### src/rtl/ls_exec_unit.sv
// ls_exec_unit: load/store execution unit. It computes effective addresses, runs loads through
// the memory-controller port, and returns store address/data to the ROB for the write at commit.
module ls_exec_unit #(
   parameter logic [31:0] IO_BASE  = 32'h00030000,
   parameter int          ROB_ID_W = 4
) (
   input  logic                clk,
   input  logic                rst,
   input  logic                rdy,
   input  logic                LSB_input_valid,
   input  logic [5:0]          LSB_OP_ID,
   input  logic [31:0]         LSB_inst_pc,
   input  logic [31:0]         LSB_reg_rs1,
   input  logic [31:0]         LSB_reg_rs2,
   input  logic [31:0]         LSB_imm,
   input  logic [ROB_ID_W-1:0] LSB_ROB_id,
   output logic                ALU_ready,
   output logic                MC_req_valid,
   output logic [31:0]         MC_addr,
   output logic [1:0]          MC_size,
   input  logic                MC_done,
   input  logic [31:0]         MC_data,
   input  logic [ROB_ID_W-1:0] ROB_head_ROB_id,
   input  logic                ROB_roll_back_flag,
   output logic                ROB_output_valid,
   output logic [ROB_ID_W-1:0] ROB_ROB_id,
   output logic [31:0]         ROB_value,
   output logic                ROB_is_store,
   output logic [31:0]         ROB_store_addr,
   output logic [31:0]         ROB_store_data,
   output logic [1:0]          ROB_store_size
);
   localparam logic [5:0] OP_LB = 6'd1, OP_LH = 6'd2, OP_LW = 6'd3, OP_LBU = 6'd4, OP_LHU = 6'd5;
   localparam logic [5:0] OP_SB = 6'd6, OP_SH = 6'd7, OP_SW = 6'd8;

   typedef enum logic [1:0] {S_IDLE, S_IO_WAIT, S_MEM_WAIT, S_DRAIN} state_t;

   state_t                r_state, w_next;
   logic [ROB_ID_W-1:0]   r_tag;
   logic [31:0]           r_addr;
   logic [1:0]            r_size;
   logic                  r_signed;
   logic                  r_out_valid, r_is_store;
   logic [ROB_ID_W-1:0]   r_rob_id;
   logic [31:0]           r_value, r_store_addr, r_store_data;
   logic [1:0]            r_store_size;

   logic [31:0] w_addr, w_sdata, w_ext;
   logic [1:0]  w_size;
   logic        w_is_load, w_is_store, w_signed;
   logic        w_accept, w_store_fire, w_load_accept, w_load_done;
   logic        w_unused_pc;

   assign w_unused_pc  = ^LSB_inst_pc;
   assign w_addr       = LSB_reg_rs1 + LSB_imm;
   assign w_is_load    = LSB_OP_ID == OP_LB || LSB_OP_ID == OP_LH || LSB_OP_ID == OP_LW ||
                         LSB_OP_ID == OP_LBU || LSB_OP_ID == OP_LHU;
   assign w_is_store   = LSB_OP_ID == OP_SB || LSB_OP_ID == OP_SH || LSB_OP_ID == OP_SW;
   assign w_signed     = LSB_OP_ID == OP_LB || LSB_OP_ID == OP_LH;
   assign w_size       = (LSB_OP_ID == OP_LB || LSB_OP_ID == OP_LBU || LSB_OP_ID == OP_SB) ? 2'd0 :
                         (LSB_OP_ID == OP_LH || LSB_OP_ID == OP_LHU || LSB_OP_ID == OP_SH) ? 2'd1 : 2'd2;
   assign w_sdata      = (w_size == 2'd0) ? {24'h0, LSB_reg_rs2[7:0]} :
                         (w_size == 2'd1) ? {16'h0, LSB_reg_rs2[15:0]} : LSB_reg_rs2;
   assign w_ext        = (r_size == 2'd0) ? {{24{r_signed & MC_data[7]}}, MC_data[7:0]} :
                         (r_size == 2'd1) ? {{16{r_signed & MC_data[15]}}, MC_data[15:0]} : MC_data;

   // Roll back outranks everything: a same-cycle issue or completion produces no result.
   assign w_accept      = r_state == S_IDLE && LSB_input_valid && !ROB_roll_back_flag;
   assign w_store_fire  = w_accept && w_is_store;
   assign w_load_accept = w_accept && w_is_load;
   assign w_load_done   = r_state == S_MEM_WAIT && MC_done && !ROB_roll_back_flag;

   always_comb begin
      w_next = r_state;
      case (r_state)
         S_IDLE:     w_next = w_load_accept ? ((w_addr >= IO_BASE) ? S_IO_WAIT : S_MEM_WAIT) : S_IDLE;
         S_IO_WAIT:  w_next = ROB_roll_back_flag ? S_IDLE :
                              (ROB_head_ROB_id == r_tag) ? S_MEM_WAIT : S_IO_WAIT;
         S_MEM_WAIT: w_next = MC_done ? S_IDLE : ROB_roll_back_flag ? S_DRAIN : S_MEM_WAIT;
         S_DRAIN:    w_next = MC_done ? S_IDLE : S_DRAIN;
         default:    w_next = S_IDLE;
      endcase
   end

   always_ff @(posedge clk or negedge rst)
      if (!rst) r_state <= S_IDLE;
      else if (rdy) r_state <= w_next;

   always_ff @(posedge clk or negedge rst) begin
      if (!rst) begin
         r_tag        <= '0;
         r_addr       <= '0;
         r_size       <= '0;
         r_signed     <= 1'b0;
         r_out_valid  <= 1'b0;
         r_is_store   <= 1'b0;
         r_rob_id     <= '0;
         r_value      <= '0;
         r_store_addr <= '0;
         r_store_data <= '0;
         r_store_size <= '0;
      end else if (rdy) begin
         r_out_valid <= w_store_fire || w_load_done;
         if (w_load_accept) begin
            r_tag    <= LSB_ROB_id;
            r_addr   <= w_addr;
            r_size   <= w_size;
            r_signed <= w_signed;
         end
         if (w_store_fire) begin
            r_rob_id     <= LSB_ROB_id;
            r_is_store   <= 1'b1;
            r_store_addr <= w_addr;
            r_store_data <= w_sdata;
            r_store_size <= w_size;
         end
         if (w_load_done) begin
            r_rob_id   <= r_tag;
            r_is_store <= 1'b0;
            r_value    <= w_ext;
         end
      end
   end

   // Request is a function of state alone so an async reset drops it immediately.
   assign ALU_ready        = r_state == S_IDLE;
   assign MC_req_valid     = r_state == S_MEM_WAIT || r_state == S_DRAIN;
   assign MC_addr          = r_addr;
   assign MC_size          = r_size;
   assign ROB_output_valid = r_out_valid;
   assign ROB_ROB_id       = r_rob_id;
   assign ROB_value        = r_value;
   assign ROB_is_store     = r_is_store;
   assign ROB_store_addr   = r_store_addr;
   assign ROB_store_data   = r_store_data;
   assign ROB_store_size   = r_store_size;
endmodule
### config.mk
export PLATFORM = sky130hd
export DESIGN_NAME = ls_exec_unit
export DESIGN_NICKNAME = d
export VERILOG_FILES = /design/src/rtl/ls_exec_unit.sv
export SDC_FILE = /design/constraint.sdc
export NUM_CORES = 1
export LEC_CHECK = 0
export CAP_MARGIN = 40
export CORE_AREA = 5 5 120 122
export CTS_CLUSTER_SIZE = 25
export DETAILED_ROUTE_END_ITERATION = 12
export DIE_AREA = 0 0 125 127
export DONT_BUFFER_PORTS = 1
export PLACE_DENSITY = 0.73
export SLEW_MARGIN = 30
export SYNTH_ARGS = -nofsm -noshare
export SYNTH_HDL_FRONTEND = slang
export SYNTH_SLANG_ARGS = --single-unit
### constraint.sdc
create_clock -name clk -period 6.5 [get_ports clk]
set_input_delay 0.65 -clock clk [delete_from_list [all_inputs] [get_ports clk]]
set_output_delay 0.65 -clock clk [all_outputs]
set_load 0.03 [all_outputs]
# Word level (Yosys, flattened, before mapping)
# Cells that the tools add are included.
# op_classes
add_sub_neg	1
div_mod_pow	0
n_eq_ne	14
order_cmp	1
n_bitwise	2
mul	0
reduce_logical	27
shift	0
n_mux	18
# op_table
cell	count
$mux W32	4
$add A32 B32 Y32	1
$ge A32 B18 Y1 const B	1
$eq A6 B3 Y1 const B	4
$mux W2	8
$eq A6 B2 Y1 const B	2
$logic_or A1 B1 Y1	12
$mux W4	2
$pmux W2 S4	1
$reduce_and A2 Y1	4
$eq A2 B1 Y1 const B	3
$eq A6 B1 Y1 const B	1
$eq A6 B4 Y1 const B	1
$logic_and A1 B1 Y1	6
$logic_not A2 Y1	3
$eq A2 B2 Y1 const B	2
$eq A4 B4 Y1	1
$mux W1	3
$and A1 B1 Y1	2
$reduce_bool A2 Y1	1
$logic_not A1 Y1	1
# word_totals
ramBits	0
word_cells	75
memories	0
latchBits	0
rom_bits	0
reg_bits	145

# Logic depth before layout (Yosys ltp)
# depth
ltp_word	8
mapped_depth	11

# Least setup slack after synthesis
# OpenSTA, ideal clock, no wires.
# synth_timing
path_kind	input -> register
from	in LSB_reg_rs1[0]
to	reg r_state[0]
arrival_ns	3.046
path_slack_ns	3.318
path_buffers	0
required_ns	6.365
stages	11
cell_sequence	ha_1 -> fa_1 -> a211oi_1 -> o211ai_1 -> a21oi_2 -> o21ai_0 -> xor2_1 -> a221oi_2 -> nand4_1 -> a2111oi_2 -> o21ai_0
# synth_via
elab_chain_cells	5
# synth_lines
item	line	text
start, declared	13	input logic [31:0] LSB_reg_rs1,
$add A32 B32 Y32	55	assign w_addr = LSB_reg_rs1 + LSB_imm;
$ge A32 B18 Y1	76	S_IDLE: w_next = w_load_accept ? ((w_addr >= IO_BASE) ? S_IO_WAIT : S_MEM_WAIT) : S_IDLE;
$mux W2 (2 in series)	76	
$pmux W2 S4	75	case (r_state)
end signal, assigned	87	else if (rdy) r_state <= w_next;
end, declared	38	state_t r_state, w_next;
# No other way between the ends.
# A chain may end at the register's enable or synchronous reset.

# Final worst setup path
# layout_timing
from	reg r_state[1]
to	reg r_rob_id[1] (netlist: ROB_ROB_id[1])
# layout_via
elab_chain_cells	6
word_cells_on_any_way	10
classes_between	1 x eq/ne; 1 x mux; 8 x reduce/logical
# layout_lines
item	line	text
$logic_not A2 Y1	-	
via ALU_ready	17	output logic ALU_ready,
$logic_and A1 B1 Y1 (2 in series)	68	assign w_accept = r_state == S_IDLE && LSB_input_valid && !ROB_roll_back_flag;
$logic_and A1 B1 Y1	69	assign w_store_fire = w_accept && w_is_store;
$reduce_bool A2 Y1 (no line)	-	
$reduce_and A2 Y1 (no line)	-	
end signal, assigned	111	r_rob_id <= LSB_ROB_id;
end signal, assigned	118	r_rob_id <= r_tag;
end, declared	44	logic [ROB_ID_W-1:0] r_rob_id;
# The timed path passes the listed nets, and every way through them passes these cells.

==> impl_metrics.env <==
export IMPL_clockBufferDepth=2
export IMPL_ys_async_sr_fraction_pct=100.0
export IMPL_start_kind="register"
export IMPL_finalHoldViolations=0
export IMPL_gp_congestion=0.9245
export IMPL_cap_violations=0
export IMPL_timing_setup_tns_ns=0
export IMPL_cp_slowest_cell="nor2_1"
export IMPL_period_share_pct=55.31
export IMPL_synth_compound_area_share_pct=21.80
export IMPL_synthCells=814
export IMPL_drt_pass1_iter_count=7
export IMPL_fin_util_pct=62.93
export IMPL_crit_arrival_ns=3.87
export IMPL_cts_sinks=145
export IMPL_syn_area_sq_mm=0.007555
export IMPL_syn2layout_area_growth_pct=8.993
export IMPL_fin_crit_ns=3.595
export IMPL_synth_top_flop_cell="dfrtp_1"
export IMPL_crit_top_cell="nor2_1"
export IMPL_cpPeakStageDelay_ns=0.74
export IMPL_syn_num_nets=1026
export IMPL_synth_top_family_by_area="compound AO/OA/AOI/OAI gates"
export IMPL_setup_viol=0
export IMPL_grt_pass1_vias=6106
export IMPL_dieArea_sq_mm=0.01588
export IMPL_vias=6064
export IMPL_synth_edf_count=0
export IMPL_path_cells="nor2_1 -> nand3_1 -> or4_2 -> buf_4 -> buf_16 -> inv_1 -> nor2_1 -> nand2_1 -> o21ai_0"
export IMPL_antenna_found_initial=0
export IMPL_synth_seq_cells=145
export IMPL_dp_hpwl_um=15700
export IMPL_yosysTopAreaCellShare_pct=48.03
export IMPL_post_place_ws_ns=2.526
export IMPL_htreeDepth=4
export IMPL_ys_top_cells_by_area="dfrtp_1 (48%), nand2_1 (8.0%), o21ai_0 (6.0%)"
export IMPL_layout_nets=1004
export IMPL_synth_mux_area_share_pct=2.153
export IMPL_grt_ovfl_total=0
export IMPL_yosys_cell_count_top_type="nand2_1"
export IMPL_portBuffers=0
export IMPL_wl_per_cell_um=21.37
export IMPL_insertion_delay_ns=0.42
export IMPL_worst_slack_ns=2.905
export IMPL_clockRootBuffer="clkbuf_16"
export IMPL_fillers=1089
export IMPL_rsz0062_at_grt="no"
export IMPL_required_ns=6.77
export IMPL_ir_worst_vdd_uv=148.6
export IMPL_hp_class="input pin to asynchronous set/reset pin"
export IMPL_core_sq_mm=0.01309
export IMPL_dieWidth_um=125
export IMPL_grt_use_total_pct=25.98
export IMPL_grt_pass1_wl_um=33240
export IMPL_postRouteAntennaNets=0
export IMPL_diodes=0
export IMPL_grt_max_degree=146
export IMPL_synthSimpleGateAreaFrac_pct=15.63
export IMPL_fin_skew_ns=0.007623
export IMPL_rows=42
export IMPL_die_h_um=127
export IMPL_synth_xor_area_share_pct=3.710
export IMPL_syn_avg_cell_area_sq_um=9.281
export IMPL_endpoint_kind="register"
export IMPL_holdWs_ns=0.2431
export IMPL_total_leakage_power_nw=3.848
export IMPL_max_freq_mhz=278.1
export IMPL_status="completed"
export IMPL_cts_tree="built"
export IMPL_num_io_pins=320
export IMPL_initial_core_util_pct=57.74
export IMPL_worstPathMaxFanout=75
export IMPL_first_iter_violations=470
export IMPL_totalPowerFinal_mw=2.744
export IMPL_worstMarginPinSlew_ns=0.8463
export IMPL_ys_types=62
export IMPL_ys_seq_area_share_pct=48.03
export IMPL_maxSlewViolCount=0
export IMPL_viasPerCell=6.181
export IMPL_cts_clk_slew_worst_paths_ns=0.06
export IMPL_drive_above_1_share_pct=8.323
export IMPL_cts_setup_buffers=0
export IMPL_cts_buffers=17
export IMPL_route_detailed_drc=0
export IMPL_slew_headroom_pct=43.37
export IMPL_synthAdderAreaFrac_pct=5.399
export IMPL_synth_largest_area_cell="dfrtp_1"
export IMPL_power_per_cell_area_mw_per_mm2=333.3
export IMPL_routed_wl_um=20960
export IMPL_synth_warnings=0
export IMPL_path_class="register to register"
export IMPL_synth_top_cells_by_count="nand2_1 (162), dfrtp_1 (145), o21ai_0 (90)"
==> layout make-up <==
class                           instances  area (sq um)  area share [%]
Clock buffer                           17         425.4           5.166
Clock inverter                         15         126.4           1.535
Inverter                               13         48.80          0.5926
Multi-Input combinational cell        608          3691           44.83
Sequential cell                       145          3628           44.07
Tap cell                              176         220.2           2.674
Timing Repair Buffer                    7         93.84           1.140
==> sequential cells by signal, indices dropped and copies added, names as in the netlist, 2 cells and up <==
signal and count:
MC_addr 32, MC_size 2, ROB_ROB_id 4, ROB_store_addr 32
ROB_store_data 32, ROB_store_size 2, ROB_value 32, r_state 2
r_tag 4
==> repair_timing <==
action	in CTS	in global routing
endpoints found under the setup margin	0	0
hold buffers	1	0
gates resized for setup	0	0
hold endpoints to repair	145	0
==> layer usage <==
| metal | global-route usage (%) | share of wire [%] |
|---|---|---|
| met1 | 30.40 | 38 |
| met3 | 8.389 | 8.1 |
| met5 | 0 | 0 |
| met2 | 45.81 | 51 |
| met4 | 7.972 | 2.2 |
==> cell usage in the layout, fill, tap and decap left out, types with 8 or more instances in the layout <==
cell type,n
mux2_2,10
inv_1,13
a21oi_1,59
ha_1,31
nor2_1,46
clkbuf_16,17
xnor2_1,15
nor3_1,9
a31oi_1,13
nand2_1,162
dfrtp_1,145
o21ai_0,90
a211oi_1,8
xor2_1,17
nand3_1,15
nand4_1,8
a21o_1,13
a22o_1,24
==> cell families (layout without fill, tap and decap cells) <==
group,after synthesis,after routing
and+or+nand+nor,273,273
AOI/OAI and AO/OA,256,256
DFF,145,145
buffers and inverters,61,52
adders and majority gates,32,32
xor gates and xnor gates,32,32
muxes,15,15
==> worst paths after layout <==
check	depth (start not counted)	endpoint	slack, ns	startpoint
max	9	ROB_ROB_id[1]$_DFFE_PN0P_	2.90	r_state[1]$_DFFE_PN0P_
min	1	r_tag[2]$_DFFE_PN0P_	0.24	rst
max reg2reg	9	ROB_ROB_id[1]$_DFFE_PN0P_	2.90	r_state[1]$_DFFE_PN0P_
min reg2reg	2	r_tag[3]$_DFFE_PN0P_	0.54	r_tag[3]$_DFFE_PN0P_
max in group asynchronous	1	MC_addr[16]$_DFFE_PN0P_	5.78	rst
min in group clk	1	ROB_output_valid$_DFFE_PN0P_	0.34	rdy
==> through the flow <==
stage | cells | instance area [sq um]
5_1_grt | 981 | 8234
4_1_cts | 979 | 8202
3_5_place_dp | 946 | 7622
2_1_floorplan | 814 | 7555
3_3_place_gp | 945 | 7602
6_report | 981 | 8234
==> critical path: cells and delay by family (launching register included) <==
| kind | cells | cell delay, ns |
|---|---|---|
| and+or+nand+nor | 5 | 1.90 |
| DFF | 1 | 0.56 |
| buffers and inverters | 3 | 0.86 |
| AOI/OAI and AO/OA | 1 | 0.09 |
==> power by group <==
group | internal (mW) | total [mW] | switching (mW)
Combinational | 0.163 | 0.409 | 0.245
Sequential | 1.04 | 1.43 | 0.396
Clock | 0.498 | 0.903 | 0.405
Total | 1.70 | 2.74 | 1.05
No activity file was read; power rests on OpenSTA's default activity.
